==> config.mk <==
export PLATFORM = sky130hd
export DESIGN_NAME = alu
export DESIGN_NICKNAME = d
export VERILOG_FILES = /design/src/rtl/alu_pkg.sv /design/src/rtl/alu_adder.sv /design/src/rtl/alu.sv
export SDC_FILE = /design/constraint.sdc
export NUM_CORES = 1
export LEC_CHECK = 0
export BUFFER_PORTS_ARGS = -buffer_cell sky130_fd_sc_hd__buf_4
export CORE_MARGIN = 5
export CORE_UTILIZATION = 64
export DETAILED_ROUTE_END_ITERATION = 10
export PLACE_DENSITY = 0.91
export SETUP_SLACK_MARGIN = 0.1
export SLEW_MARGIN = 10
export SYNTH_ARGS = -nofsm -noshare
export SYNTH_HDL_FRONTEND = slang
export SYNTH_SLANG_ARGS = --single-unit
export TNS_END_PERCENT = 10
==> constraint.sdc <==
create_clock -name vclk -period 11
set_input_delay 1.1 -clock vclk [all_inputs]
set_output_delay 1.1 -clock vclk [all_outputs]
set_load 0.02 [all_outputs]
==> src/rtl/alu_pkg.sv <==
// Shared definitions for the ARM-style ALU: opcode encoding and flag bit positions.
package alu_pkg;

    typedef enum logic [3:0] {
        AND = 4'b0000,
        EOR = 4'b0001,
        SUB = 4'b0010,
        RSB = 4'b0011,
        ADD = 4'b0100,
        ADC = 4'b0101,
        SBC = 4'b0110,
        RSC = 4'b0111,
        TST = 4'b1000,
        TEQ = 4'b1001,
        CMP = 4'b1010,
        CMN = 4'b1011,
        ORR = 4'b1100,
        MOV = 4'b1101,
        BIC = 4'b1110,
        MVN = 4'b1111
    } alu_op_e;

    // Bit positions inside ALUFlags = {N,Z,C,V}
    localparam int N = 3;
    localparam int Z = 2;
    localparam int C = 1;
    localparam int V = 0;

    // Opcodes that feed the adder with ~Y instead of Y
    function automatic logic is_sub_type(input logic [3:0] op);
        return (op == SUB) || (op == RSB) || (op == SBC) || (op == RSC) || (op == CMP);
    endfunction

endpackage

==> src/rtl/alu_adder.sv <==
// 32-bit ripple-free behavioural adder with carry-in and carry-out.
module alu_adder (
    input  logic [31:0] i_a,
    input  logic [31:0] i_b,
    input  logic        i_cin,
    output logic [31:0] o_sum,
    output logic        o_cout
);

    assign {o_cout, o_sum} = {1'b0, i_a} + {1'b0, i_b} + {32'd0, i_cin};

endmodule

==> src/rtl/alu.sv <==
// Combinational ARM data-processing ALU; clk/reset are present for integration only.
module alu
    import alu_pkg::*;
(
    input  logic        clk,
    input  logic        reset,
    input  logic [31:0] SrcA,
    input  logic [31:0] SrcB,
    input  logic [3:0]  ALUControl,
    input  logic        carry,
    output logic [31:0] ALUResult,
    output logic [3:0]  ALUFlags
);

    logic [31:0] w_x;
    logic [31:0] w_y;
    logic [31:0] condinvb;
    logic        carryin;
    logic [31:0] sum;
    logic        w_cout;
    logic        w_swap;
    logic        w_arith_v;
    logic        w_unused;

    // The ALU holds no state, so clock and reset are intentionally sunk here.
    assign w_unused = clk ^ reset;

    assign w_swap   = (ALUControl == RSB) || (ALUControl == RSC);
    assign w_x      = w_swap ? SrcB : SrcA;
    assign w_y      = w_swap ? SrcA : SrcB;
    assign condinvb = is_sub_type(ALUControl) ? ~w_y : w_y;

    always_comb begin
        carryin = 1'b0;
        case (ALUControl)
            SUB, RSB, CMP:  carryin = 1'b1;
            ADC, SBC, RSC:  carryin = carry;
            default:        carryin = 1'b0;
        endcase
    end

    alu_adder u_adder (
        .i_a    (w_x),
        .i_b    (condinvb),
        .i_cin  (carryin),
        .o_sum  (sum),
        .o_cout (w_cout)
    );

    // Signed overflow: operands agree in sign but the sum does not.
    assign w_arith_v = (w_x[31] == condinvb[31]) && (sum[31] != w_x[31]);

    always_comb begin
        ALUResult = 32'd0;
        ALUFlags  = 4'b0000;
        case (ALUControl)
            AND, TST: begin
                ALUResult   = SrcA & SrcB;
                ALUFlags[C] = carry;
            end
            EOR, TEQ: begin
                ALUResult   = SrcA ^ SrcB;
                ALUFlags[C] = carry;
            end
            ORR: begin
                ALUResult   = SrcA | SrcB;
                ALUFlags[C] = carry;
            end
            MOV: begin
                ALUResult   = SrcB;
                ALUFlags[C] = carry;
            end
            BIC: begin
                ALUResult   = SrcA & ~SrcB;
                ALUFlags[C] = carry;
            end
            MVN: begin
                ALUResult   = ~SrcB;
                ALUFlags[C] = carry;
            end
            SUB, RSB, ADD, ADC, SBC, RSC, CMP, CMN: begin
                ALUResult   = sum;
                ALUFlags[C] = w_cout;
                ALUFlags[V] = w_arith_v;
            end
            default: begin
                ALUResult = 32'd0;
                ALUFlags  = 4'b0000;
            end
        endcase
        if (ALUControl inside {[4'b0000:4'b1111]}) begin
            ALUFlags[N] = ALUResult[31];
            ALUFlags[Z] = (ALUResult == 32'd0);
        end
    end

endmodule

=== Word-level counts from Yosys, hierarchy flattened ===
Cells that the tools add are included.

* Add/subtract/negate cells: 2
* Multipliers: 0
* Divide/modulo/power cells: 0
* Magnitude comparators: 2
* Eq/ne operators: 17
* Shift operators: 0
* Multiplexer cells: 8
* Bitwise logic cells: 6
* Reductions and logical operators: 15

{| class="wikitable"
|+ Operator list
! kind !! count
|-
| 32-bit case mux with 7 select lines || 1
|-
| 32-bit two-way mux || 3
|-
| 32-bit bitwise AND || 2
|-
| 32-bit inverter || 2
|-
| 32-bit by 32-bit adder with 33-bit output || 1
|-
| 33-bit by 1-bit adder with 33-bit output || 1
|-
| 4-bit equality test (second input constant) || 8
|-
| 32-bit zero test || 1
|-
| 32-bit OR || 1
|-
| 32-bit bitwise XOR || 1
|-
| 4-bit by 3-bit equality test with 1-bit output (second input constant) || 4
|-
| 8-bit OR reduction || 2
|-
| 4-bit by 2-bit equality test with 1-bit output (second input constant) || 2
|-
| 3-bit OR reduction || 2
|-
| 1-bit logical OR || 5
|-
| 4-bit by 1-bit equality test with 1-bit output (second input constant) || 1
|-
| 4-bit by 1-bit greater-or-equal comparator with 1-bit output (second input constant) || 1
|-
| 4-bit less-or-equal comparator (second input constant) || 1
|-
| 4-bit zero test || 1
|-
| 1-bit case mux with 2 select lines || 2
|-
| 2-bit OR reduction || 2
|-
| 1-bit logical AND || 2
|-
| 2-bit two-way mux || 1
|-
| 1-bit equality test || 1
|-
| other kinds (2) || 2
|}

* Register bits: 0
* Bits in latches: 0
* Bits in writable memories: 0
* Bits in read-only memories: 0
* Output and inout bits: 36
* Memories kept: 0

=== Longest topological paths before layout ===
Gate-level depths: netlist of run 1.

* Depth after elaboration: 11
* Depth in mapped cells: 23

=== By module ===
A second synthesis of run 1 with hierarchy kept.

* Cell total of the unflattened synthesis: 877
* Area total of the unflattened synthesis: 5,627.9 um^2

{| class="wikitable"
|+ By module, submodules not included
! module !! instances !! cells each !! area an instance (um^2)
|-
| alu || 1 || 640 || 3,913.8
|-
| alu_adder || 1 || 237 || 1,714.1
|}

=== Worst setup path after synthesis of run 1 ===
No wires, ideal clock.

* Path kind: input port to output port
* Start point: in ALUControl[1]
* End point: out ALUFlags[2]
* Data arrival time: 6,729 ps
* Slack: 3,171 ps
* Stages: 23
* Path buffers: 8
* Path through: buf_6 -> buf_2 -> buf_2 -> buf_2 -> buf_1 -> nand3b_1 -> clkbuf_1 -> clkbuf_1 -> clkbuf_1 -> nand2_1 -> o21ai_0 -> fa_1 -> fa_1 -> a211oi_1 -> nor4_1 -> o21ai_1 -> a31oi_1 -> o21a_1 -> nor4b_1 -> or3_1 -> nor4_1 -> nand4b_1 -> nor4b_2

* Word-level cells in the longest chain between the ends: 11
* Elaborated cells on any way between the ends: 39
* Those cells by class: add/sub: 2; order compare: 2; eq/ne: 15; mux: 6; bitwise: 1; reduce/logical: 13

{| class="wikitable"
|+ RTL lines
! what !! line !! source
|-
| from (decl) || alu.sv:9 || <nowiki>input logic [3:0] ALUControl,</nowiki>
|-
| 4-bit by 2-bit equality test with 1-bit output, on equally long branches || -- ||
|-
| 1-bit logical OR (4 in a row) || alu_pkg.sv:31 || <nowiki>return (op == SUB) || (op == RSB) || (op == SBC) || (op == RSC) || (op == CMP);</nowiki>
|-
| 32-bit two-way mux || alu.sv:31 || <nowiki>assign condinvb = is_sub_type(ALUControl) ? ~w_y : w_y;</nowiki>
|-
| 32-bit by 32-bit adder with 33-bit output || alu_adder.sv:10 || <nowiki>assign {o_cout, o_sum} = {1'b0, i_a} + {1'b0, i_b} + {32'd0, i_cin};</nowiki>
|-
| 33-bit by 1-bit adder with 33-bit output || alu_adder.sv:10 ||
|-
| 32-bit case mux with 7 select lines * || alu.sv:56 || <nowiki>case (ALUControl)</nowiki>
|-
| net ALUResult[30] || alu.sv:11 || <nowiki>output logic [31:0] ALUResult,</nowiki>
|-
| 32-bit zero test * || alu.sv:93 || <nowiki>ALUFlags[Z] = (ALUResult == 32'd0);</nowiki>
|-
| 2-bit two-way mux * || alu.sv:91 || <nowiki>if (ALUControl inside {[4'b0000:4'b1111]}) begin</nowiki>
|-
| to (decl) || alu.sv:12 || <nowiki>output logic [3:0] ALUFlags</nowiki>
|}

The timed path passes the listed nets; every way through them passes the cells marked *.

=== Worst setup path after layout of run 1 ===
* Start point: in ALUControl[0]
* End point: out ALUFlags[2]

* Word-level cells in the longest chain between the ends: 11
* Elaborated cells on any way between the ends: 39
* Those cells by class: add/sub: 2; order compare: 2; eq/ne: 15; mux: 6; bitwise: 1; reduce/logical: 13

{| class="wikitable"
|+ RTL lines
! what !! line
|-
| 4-bit by 2-bit equality test with 1-bit output, on equally long branches || --
|-
| 1-bit logical OR (4 in a row) || alu_pkg.sv:31
|-
| 32-bit two-way mux || alu.sv:31
|-
| 32-bit by 32-bit adder with 33-bit output || alu_adder.sv:10
|-
| 33-bit by 1-bit adder with 33-bit output || alu_adder.sv:10
|-
| 32-bit case mux with 7 select lines || alu.sv:56
|-
| 32-bit zero test || alu.sv:93
|-
| 2-bit two-way mux * || alu.sv:91
|}

Mark *: on every way between the ends. The rest lies on a longest branch, timed or not.

==> flow_summary.json, run 1 <==
{
  "pwr-share-comb": 1.000,
  "muxShareOfSynthArea": 0.00918,
  "final_max_slew_viol_count": 0,
  "die_width_um": 102,
  "synth-warning-count": 0,
  "max-cap-violations": 0,
  "synth_nets": 1038,
  "critical_path_class": "in -> out",
  "clock_power_share": 0,
  "hold_violations": 0,
  "synth_compound_area_frac": 0.353,
  "routedWlPerCell_um": 16.5,
  "route.vias.total": 6771,
  "synth_top_area_share": 0.145,
  "setup_total_negative_slack_ns": 0,
  "hold_path_startpoint": "SrcA[4]",
  "num-nets-final": 1088,
  "cts_resized": 0,
  "power.share.switching": 0.599,
  "nFlopsAndLatches": 0,
  "clk_buf_instances": 0,
  "grt_overflow": 0,
  "hold_class": "in -> out",
  "detailedPlace.worstSlack_ns": 3.09,
  "post_synth_num_cell_types": 67,
  "power.share.sequential": 0,
  "floorplan.initialDensity": 0.660,
  "max_fo_critical_path": 61,
  "grt_pass1_vias": 6129,
  "largest_family_of_logic_cells_by_synthesized_area": "compound AO/OA/AOI/OAI gates",
  "ir_drop_mv": 0.0538,
  "grt_first_pass_wirelength_um": 28700,
  "cp_top_family": "simple AND/OR/NAND/NOR gates",
  "route.detailed.vias_per_inst": 6.42,
  "register_area_sq_um": 0,
  "worst_path_cell_trace": "buf_4 > o21ai_0 > nand2_2 > xor2_1 > fa_1 > fa_1 > a211oi_1 > nor4_1 > o21ai_1 > a31oi_1 > mux2i_1 > o211ai_1 > or4_1 > nor4_1 > nand4b_1 > nor4b_2 > buf_4",
  "end_kind": "primary output",
  "slowest_stage_cell_on_the_critical_path": "sky130_fd_sc_hd__nand2_2",
  "area_growth_syn_to_layout_pct": 12.9,
  "syn_area_sq_um": 5450,
  "rsz_0062_raised_after_global_routing": "no",
  "finalWorstPathRequiredPeriod_ns": 8.11,
  "grt_max_degree": 81,
  "final.period_utilization": 0.738,
  "crit_path_start_kind": "input port",
  "synth_simple_gate_area_share": 0.255,
  "drt-initial-drc-count": 555,
  "post_synth_xor_area_fraction": 0.132,
  "achievable-frequency_ghz": 0.123,
  "detail_route.first_pass.iterations": 6,
  "timing.critical_path.slowest_cell_delay_ns": 0.80,
  "worstPathBufferInverterCount": 2,
  "synth.largest_area_cell": "sky130_fd_sc_hd__ha_1",
  "internal-power_uw": 211,
  "gp_congestion": 0.976,
  "core_region_area_sq_um": 8260,
  "antenna_cells_inserted": 0,
  "timing.critical_path.arrival_ns": 7.01,
  "setup.worst_path.start": "ALUControl[0]",
  "drt.antenna.violating_nets": 0,
  "synth_seq_area_share": 0,
  "netlist_top_cells_area": "sky130_fd_sc_hd__ha_1, sky130_fd_sc_hd__o21ai_0, sky130_fd_sc_hd__a21oi_1",
  "max_slew_headroom": 0.293,
  "cts.repair_timing.setup_buffer_count": 0,
  "switching_power_uw": 315,
  "final_setup_fails": 0,
  "cp_data_required_time_ns": 9.90,
  "detailed_placement_hpwl_um": 13000,
  "number_of_rows_in_the_core_area": 33,
  "drcViolationCount": 0,
  "power.density_nw_per_um2": 85.3,
  "num_io_pins": 107,
  "io_buffers": 105,
  "run_status": "complete, no violations",
  "antenna_violations_before_repair": 0,
  "layout-drive-gt1-share": 0.128,
  "drt-total-wl_um": 17400,
  "die_h_um": 102,
  "total_leakage_power_nw": 2.84,
  "all_layer_gr_usage": 0.327,
  "avgSynthCellArea_sq_um": 6.05,
  "postLayoutCoreUtil": 0.746,
  "synthesis.instances": 902,
  "max_slew.worst_pin.slew_ns": 1.06,
  "dieArea_sq_um": 10500,
  "synth-adder-area-share": 0.152,
  "post_cts_hold_buffer_count": 0,
  "postLayoutSetupSlackWorst_ns": 2.89
}
==> stage by stage <==
| step | power [mW] | hold WS, ns | instances | instance area, sq um |
|---|---|---|---|---|
| floorplan | 0.363 | 2.38 | 902 | 5450 |
| global placement | 0.506 | 2.60 | 1055 | 6160 |
| detailed placement | 0.513 | 2.59 | 1055 | 6160 |
| CTS | 0.516 | 2.60 | 1055 | 6160 |
| global route | 0.575 | 2.62 | 1055 | 6160 |
| finish | 0.525 | 2.61 | 1055 | 6160 |
==> tightest hold or removal path, cell delays in order <==
cell and delay [ns]:
sky130_fd_sc_hd__buf_4 0.09, sky130_fd_sc_hd__a31oi_1 0.09, sky130_fd_sc_hd__nand3_1 0.09, sky130_fd_sc_hd__buf_4 0.14
==> cell type report <==
cell class	count	area, sq um
fillers	760	2100
well taps	105	131
inverters	74	278
repair buffers	111	833
multi-input cells	765	4910
==> cell families (layout without fill, tap and decap cells) <==
logic type | count (synthesis) | after routing
buffers and inverters | 137 | 185
multiplexers | 5 | 5
XOR/XNOR | 82 | 82
AO/OA/AOI/OAI | 320 | 320
AND/OR/NAND/NOR | 293 | 293
adder cells (fa/ha/maj) | 65 | 65
==> power by group through the flow <==
stage               clock (mW)  combinational [mW]  sequential (mW)
floorplan                    0               0.363                0
global placement             0               0.506                0
detailed placement           0               0.513                0
CTS                          0               0.516                0
global route                 0               0.575                0
finish                       0               0.525                0
==> cell usage in the layout (no fill, tap or decap), types with 5 or more instances in the layout <==
cell type | netlist | final
sky130_fd_sc_hd__nor3_1 | 27 | 27
sky130_fd_sc_hd__xor2_1 | 37 | 37
sky130_fd_sc_hd__o21ai_0 | 103 | 103
sky130_fd_sc_hd__buf_4 | 1 | 111
sky130_fd_sc_hd__a21oi_1 | 87 | 87
sky130_fd_sc_hd__nand3_1 | 22 | 22
sky130_fd_sc_hd__ha_1 | 63 | 63
sky130_fd_sc_hd__o211ai_1 | 10 | 10
sky130_fd_sc_hd__xnor2_1 | 45 | 45
sky130_fd_sc_hd__o221ai_1 | 9 | 9
sky130_fd_sc_hd__nor2b_1 | 7 | 7
sky130_fd_sc_hd__a31oi_1 | 18 | 18
sky130_fd_sc_hd__nor2_1 | 73 | 73
sky130_fd_sc_hd__o31ai_1 | 6 | 6
sky130_fd_sc_hd__a221oi_1 | 5 | 5
sky130_fd_sc_hd__o22ai_1 | 18 | 18
sky130_fd_sc_hd__o21a_1 | 8 | 8
sky130_fd_sc_hd__mux2i_1 | 5 | 5
sky130_fd_sc_hd__a211oi_1 | 6 | 6
sky130_fd_sc_hd__nand4b_1 | 5 | 5
sky130_fd_sc_hd__or3_1 | 5 | 5
sky130_fd_sc_hd__a21o_1 | 10 | 10
sky130_fd_sc_hd__o21ai_1 | 5 | 5
sky130_fd_sc_hd__nand2_1 | 109 | 108
sky130_fd_sc_hd__a22oi_1 | 7 | 7
sky130_fd_sc_hd__nand4_1 | 9 | 9
sky130_fd_sc_hd__inv_1 | 74 | 74
==> routing by layer <==
layer | vias to the layer above | track usage | wire (um)
met5 | - | 0 | 0
met4 | 0 | 0.0989 | 405
met3 | 44 | 0.0198 | 1900
met2 | 404 | 0.531 | 7660
met1 | 2988 | 0.463 | 7410
li1 | 3335 | - | -
==> cells in the mapped netlist (all sizes together) (5+ instances only) <==
cell type    n
nand2      109
ha          63
inv         74
clkbuf      46
xnor2       45
mux2i        5
a21o        10
o211ai      10
nand4b       5
nor4b        5
a211oi       7
a221oi       5
xor2        37
nor3        27
nand4        9
o21a         8
a22oi        7
o31ai        6
nor2        75
o221ai       9
a31oi       18
a21oi       87
or3          5
nor2b        7
buf         17
nand3       22
o21ai      108
o22ai       18
==> final timing paths <==
path	slack, ns	endpoint	cells past startpoint
max	2.89	ALUFlags[2]	17
min	2.61	ALUResult[4]	4
(Power assumes the default switching activity.)
==> run 2, diff against run 1 <==
--- a/config.mk
+++ b/config.mk
@@ -7,9 +7,9 @@
 export LEC_CHECK = 0
 export BUFFER_PORTS_ARGS = -buffer_cell sky130_fd_sc_hd__buf_4
 export CORE_MARGIN = 5
-export CORE_UTILIZATION = 64
+export CORE_UTILIZATION = 60
 export DETAILED_ROUTE_END_ITERATION = 10
-export PLACE_DENSITY = 0.91
+export PLACE_DENSITY = 0.86
 export SETUP_SLACK_MARGIN = 0.1
 export SLEW_MARGIN = 10
 export SYNTH_ARGS = -nofsm -noshare
==> constraint.sdc (replaced) <==
create_clock -name vclk -period 8.4
set_input_delay 0.84 -clock vclk [all_inputs]
set_output_delay 0.84 -clock vclk [all_outputs]
set_load 0.02 [all_outputs]
==> flow_summary.json, run 2 (synthesized netlist as in run 1, its figures left out) <==
{
  "slowest_stage_cell_on_the_critical_path": "sky130_fd_sc_hd__or4_1",
  "all_layer_gr_usage": 0.302,
  "switching_power_uw": 414,
  "route.detailed.vias_per_inst": 6.31,
  "setup.worst_path.start": "ALUControl[1]",
  "die_h_um": 105,
  "finalWorstPathRequiredPeriod_ns": 7.04,
  "internal-power_uw": 277,
  "gp_congestion": 0.975,
  "hold_class": "in -> out",
  "post_cts_hold_buffer_count": 0,
  "antenna_cells_inserted": 0,
  "num-nets-final": 1091,
  "end_kind": "primary output",
  "power.share.switching": 0.599,
  "layout-drive-gt1-share": 0.131,
  "floorplan.initialDensity": 0.619,
  "detailed_placement_hpwl_um": 13100,
  "mostFrequentLayoutCell": "sky130_fd_sc_hd__buf_4",
  "io_buffers": 105,
  "total_leakage_power_nw": 2.86,
  "mostFrequentLayoutCells": "sky130_fd_sc_hd__buf_4, sky130_fd_sc_hd__nand2_1, sky130_fd_sc_hd__o21ai_0",
  "pwr-share-comb": 1.000,
  "drt.antenna.violating_nets": 0,
  "die_width_um": 105,
  "detail_route.first_pass.iterations": 5,
  "ir_drop_mv": 0.0621,
  "max_slew.worst_pin.slew_ns": 0.995,
  "max-cap-violations": 0,
  "worstPathBufferInverterCount": 4,
  "final.period_utilization": 0.838,
  "rsz_0062_raised_after_global_routing": "no",
  "dp_cells": 1061,
  "antenna_violations_before_repair": 0,
  "grt_overflow": 0,
  "final_max_slew_viol_count": 0,
  "cts_resized": 0,
  "routedWlPerCell_um": 16.6,
  "power.share.sequential": 0,
  "num_io_pins": 107,
  "hold_violations": 0,
  "route.vias.total": 6694,
  "grt_max_degree": 65,
  "run_status": "complete, no violations",
  "final_setup_fails": 0,
  "worst_path_cell_trace": "buf_4 > nand3b_1 > buf_4 > buf_4 > o21ai_0 > xnor2_1 > ha_1 > nand3_1 > nor4_1 > o21ai_1 > a31oi_1 > mux2i_1 > o211ai_1 > or4_1 > nor4_1 > nand4b_1 > nor4b_2 > buf_4",
  "finished_layout_cells": 1061,
  "cp_top_family": "simple AND/OR/NAND/NOR gates",
  "cts.repair_timing.setup_buffer_count": 0,
  "core_region_area_sq_um": 8810,
  "drt-initial-drc-count": 613,
  "nFlopsAndLatches": 0,
  "drcViolationCount": 0,
  "area_growth_syn_to_layout_pct": 13.4,
  "critical_path_class": "in -> out",
  "clk_buf_instances": 0,
  "cp_data_required_time_ns": 7.56,
  "max_fo_critical_path": 64,
  "timing.critical_path.arrival_ns": 6.20,
  "setup_total_negative_slack_ns": 0,
  "number_of_rows_in_the_core_area": 34,
  "timing.critical_path.slowest_cell_delay_ns": 0.60,
  "grt_first_pass_wirelength_um": 29100,
  "drt-total-wl_um": 17600,
  "achievable-frequency_ghz": 0.142,
  "crit_path_frequent_cell": "sky130_fd_sc_hd__buf_4",
  "grt_pass1_vias": 6115,
  "fill_cells": 824,
  "max_slew_headroom": 0.319,
  "register_area_sq_um": 0,
  "clock_power_share": 0,
  "hold_path_startpoint": "SrcA[6]",
  "crit_path_start_kind": "input port",
  "multi_input_comb_area_sq_um": 4910,
  "dieArea_sq_um": 11100,
  "power.density_nw_per_um2": 112
}
[run 2: changes by cell type in the layout (fill, tap and decap cells not counted), sizes merged]
cell	before	now
buf	111	114
[run 2: layer usage]
metal  GRT usage  vias to the layer above  routed length, um
met2       0.501                      332               7900
li1            -                     3331                  -
met5           0                        -                  0
met4      0.0722                        0                347
met1       0.427                     2998               7810
met3      0.0189                       33               1560
[run 2: path summary, 6_finish.rpt]
kind	slack (ns)	endpoint	cells past startpoint
min	2.08	ALUResult[6]	4
max	1.36	ALUFlags[2]	18
[run 2: area by class of cell]
type                       instances  share of cell area
multi-input combinational        765               0.795
tap                              108              0.0219
timing repair buffer             114               0.138
inverter                          74              0.0449
[run 2: stage by stage]
| step | util | hold slack (ns) | power, mW | setup WS (ns) | area (sq um) |
|---|---|---|---|---|---|
| 2_1_floorplan | - | 1.86 | 0.476 | 1.09 | 5450 |
| 3_3_place_gp | 0.702 | 2.08 | 0.667 | 1.66 | 6180 |
| 3_5_place_dp | 0.702 | 2.08 | 0.676 | 1.57 | 6180 |
| 4_1_cts | 0.702 | 2.09 | 0.679 | 1.56 | 6180 |
| 5_1_grt | 0.702 | 2.10 | 0.755 | 0.982 | 6180 |
| 6_report | 0.702 | 2.08 | 0.690 | 1.36 | 6180 |
[run 2: power groups by stage]
| stage | Clock [mW] | Combinational [mW] | Sequential [mW] |
|---|---|---|---|
| 2_1_floorplan | 0 | 0.476 | 0 |
| 3_3_place_gp | 0 | 0.667 | 0 |
| 5_1_grt | 0 | 0.755 | 0 |
| 6_report | 0 | 0.690 | 0 |
| 4_1_cts | 0 | 0.679 | 0 |
| 3_5_place_dp | 0 | 0.676 | 0 |
==> run 3, diff against run 2 <==
--- a/config.mk
+++ b/config.mk
@@ -7,9 +7,9 @@
 export LEC_CHECK = 0
 export BUFFER_PORTS_ARGS = -buffer_cell sky130_fd_sc_hd__buf_4
 export CORE_MARGIN = 5
-export CORE_UTILIZATION = 60
+export CORE_UTILIZATION = 54
 export DETAILED_ROUTE_END_ITERATION = 10
-export PLACE_DENSITY = 0.86
+export PLACE_DENSITY = 0.81
 export SETUP_SLACK_MARGIN = 0.1
 export SLEW_MARGIN = 10
 export SYNTH_ARGS = -nofsm -noshare
==> constraint.sdc (replaced) <==
create_clock -name vclk -period 5.6
set_input_delay 0.56 -clock vclk [all_inputs]
set_output_delay 0.56 -clock vclk [all_outputs]
set_load 0.02 [all_outputs]
==> flow_summary.json, run 3 (synthesized netlist as in run 1, its figures left out) <==
{
  "crit_path_start_kind": "input port",
  "dieArea_sq_um": 12200,
  "worstPathBufferInverterCount": 3,
  "rsz_0062_raised_after_global_routing": "yes",
  "core_region_area_sq_um": 9820,
  "ir_drop_mv": 0.109,
  "grt_pass1_vias": 6000,
  "max_slew_headroom": 0.303,
  "die_h_um": 111,
  "hold_path_startpoint": "carry",
  "cp_data_required_time_ns": 5.04,
  "num_io_pins": 107,
  "final_setup_fails": 0,
  "drt-total-wl_um": 18500,
  "detailed_placement_hpwl_um": 14000,
  "power.density_nw_per_um2": 171,
  "timing.critical_path.slowest_cell_delay_ns": 0.53,
  "register_area_sq_um": 0,
  "critical_path_class": "in -> out",
  "achievable-frequency_ghz": 0.184,
  "number_of_rows_in_the_core_area": 36,
  "timing.critical_path.arrival_ns": 4.87,
  "final.period_utilization": 0.970,
  "layout-drive-gt1-share": 0.206,
  "area_growth_syn_to_layout_pct": 26.1,
  "floorplan.initialDensity": 0.555,
  "max_slew.worst_pin.slew_ns": 1.03,
  "antenna_violations_before_repair": 0,
  "instance_count_on_the_critical_path": 18,
  "drcViolationCount": 0,
  "postLayoutSetupSlackWorst_ns": 0.169,
  "finished_layout_cells": 1150,
  "gp_congestion": 0.985,
  "hold_class": "in -> out",
  "detail_route.first_pass.iterations": 5,
  "worst_path_cell_trace": "buf_4 > nand3b_1 > buf_6 > nor2_2 > a21oi_2 > xor2_1 > fa_2 > fa_2 > xnor2_1 > nor2_1 > o31a_1 > nand4b_1 > or4_4 > or4_4 > nor4b_4 > nand4b_1 > nor4b_4 > buf_4",
  "grt_max_degree": 69,
  "end_kind": "primary output",
  "final.hold.worst_slack_ns": 1.49,
  "mostFrequentLayoutCell": "sky130_fd_sc_hd__buf_4",
  "io_buffers": 105,
  "detailedPlace.worstSlack_ns": 0.172,
  "route.detailed.vias_per_inst": 6.00,
  "antenna_cells_inserted": 0,
  "nFlopsAndLatches": 0,
  "timing.hold.worst_endpoint": "ALUFlags[1]",
  "drt-initial-drc-count": 639,
  "total_leakage_power_nw": 3.22,
  "hold_violations": 0,
  "mostFrequentLayoutCells": "sky130_fd_sc_hd__buf_4, sky130_fd_sc_hd__nand2_1, sky130_fd_sc_hd__o21ai_0",
  "grt_overflow": 0,
  "finalWorstPathRequiredPeriod_ns": 5.43,
  "grt_first_pass_wirelength_um": 29300,
  "route.vias.total": 6900,
  "num-nets-final": 1155,
  "slowest_stage_cell_on_the_critical_path": "sky130_fd_sc_hd__or4_4",
  "max_fo_critical_path": 5,
  "routedWlPerCell_um": 16.1,
  "cp_top_family": "simple AND/OR/NAND/NOR gates",
  "final_max_slew_viol_count": 0,
  "all_layer_gr_usage": 0.272,
  "drt.antenna.violating_nets": 0,
  "max-cap-violations": 0,
  "post_cts_hold_buffer_count": 0,
  "clk_buf_instances": 0,
  "die_width_um": 111,
  "setup_total_negative_slack_ns": 0,
  "dp_cells": 1141,
  "whs_path_depth": 4,
  "run_status": "complete, no violations"
}
-- run 3: cell count changes in the layout (fill, tap and decap cells not counted), sizes merged --
cell / previous run / this run
buf: 114 / 176
clkbuf: 0 / 2
-- run 3: where the power goes --
group | internal [mW] | leakage, nW | switching (mW) | total (mW)
clock | 0 | 0 | 0 | 0
sequential | 0 | 0 | 0 | 0
combinational | 0.518 | 3.22 | 0.659 | 1.18
total | 0.518 | 3.22 | 0.659 | 1.18
-- run 3: repair_timing --
| item | in CTS | in global routing |
|---|---|---|
| buffers inserted | 0 | 7 |
| resized for setup | 0 | 20 |
| endpoints found under the hold margin | 0 | 0 |
| endpoints found under the setup margin | 0 | 3 |
-- run 3: worst max path at each step --
stage             startpoint     endpoint  slack [ns]
3_5_place_dp   ALUControl[3]  ALUFlags[2]        0.17
4_1_cts        ALUControl[3]  ALUFlags[2]        0.16
5_1_grt        ALUControl[3]  ALUFlags[2]        0.02
3_3_place_gp   ALUControl[3]  ALUFlags[2]        0.19
2_1_floorplan  ALUControl[1]  ALUFlags[2]        0.04
6_report       ALUControl[3]  ALUFlags[2]        0.17
-- run 3: layer usage --
metal	wire length [um]	vias to the layer above	share of wire	global-route usage
li1	-	3464	-	-
met4	227	0	0.012	0.0271
met2	8230	335	0.45	0.448
met3	1800	30	0.098	0.0153
met1	8210	3071	0.44	0.402
met5	0	-	0	0
-- run 3: tightest hold or removal path, cell delays in order --
cell                      delay (ns)
sky130_fd_sc_hd__buf_4          0.08
sky130_fd_sc_hd__nor2_1         0.03
sky130_fd_sc_hd__a21oi_1        0.11
sky130_fd_sc_hd__buf_4          0.15
-- run 3: stage by stage --
stage / utilization / power (mW) / area, sq um
2_1_floorplan: - / 0.737 / 5620
5_1_grt: 0.701 / 1.28 / 6880
6_report: 0.701 / 1.18 / 6880
3_3_place_gp: 0.683 / 1.12 / 6710
4_1_cts: 0.683 / 1.13 / 6710
3_5_place_dp: 0.683 / 1.13 / 6710
-- run 3: area by class of cell --
type / count / area [sq um]
inverters: 74 / 278
multi-input cells: 765 / 5040
well taps: 133 / 166
fillers: 958 / 2940
repair buffers: 178 / 1400
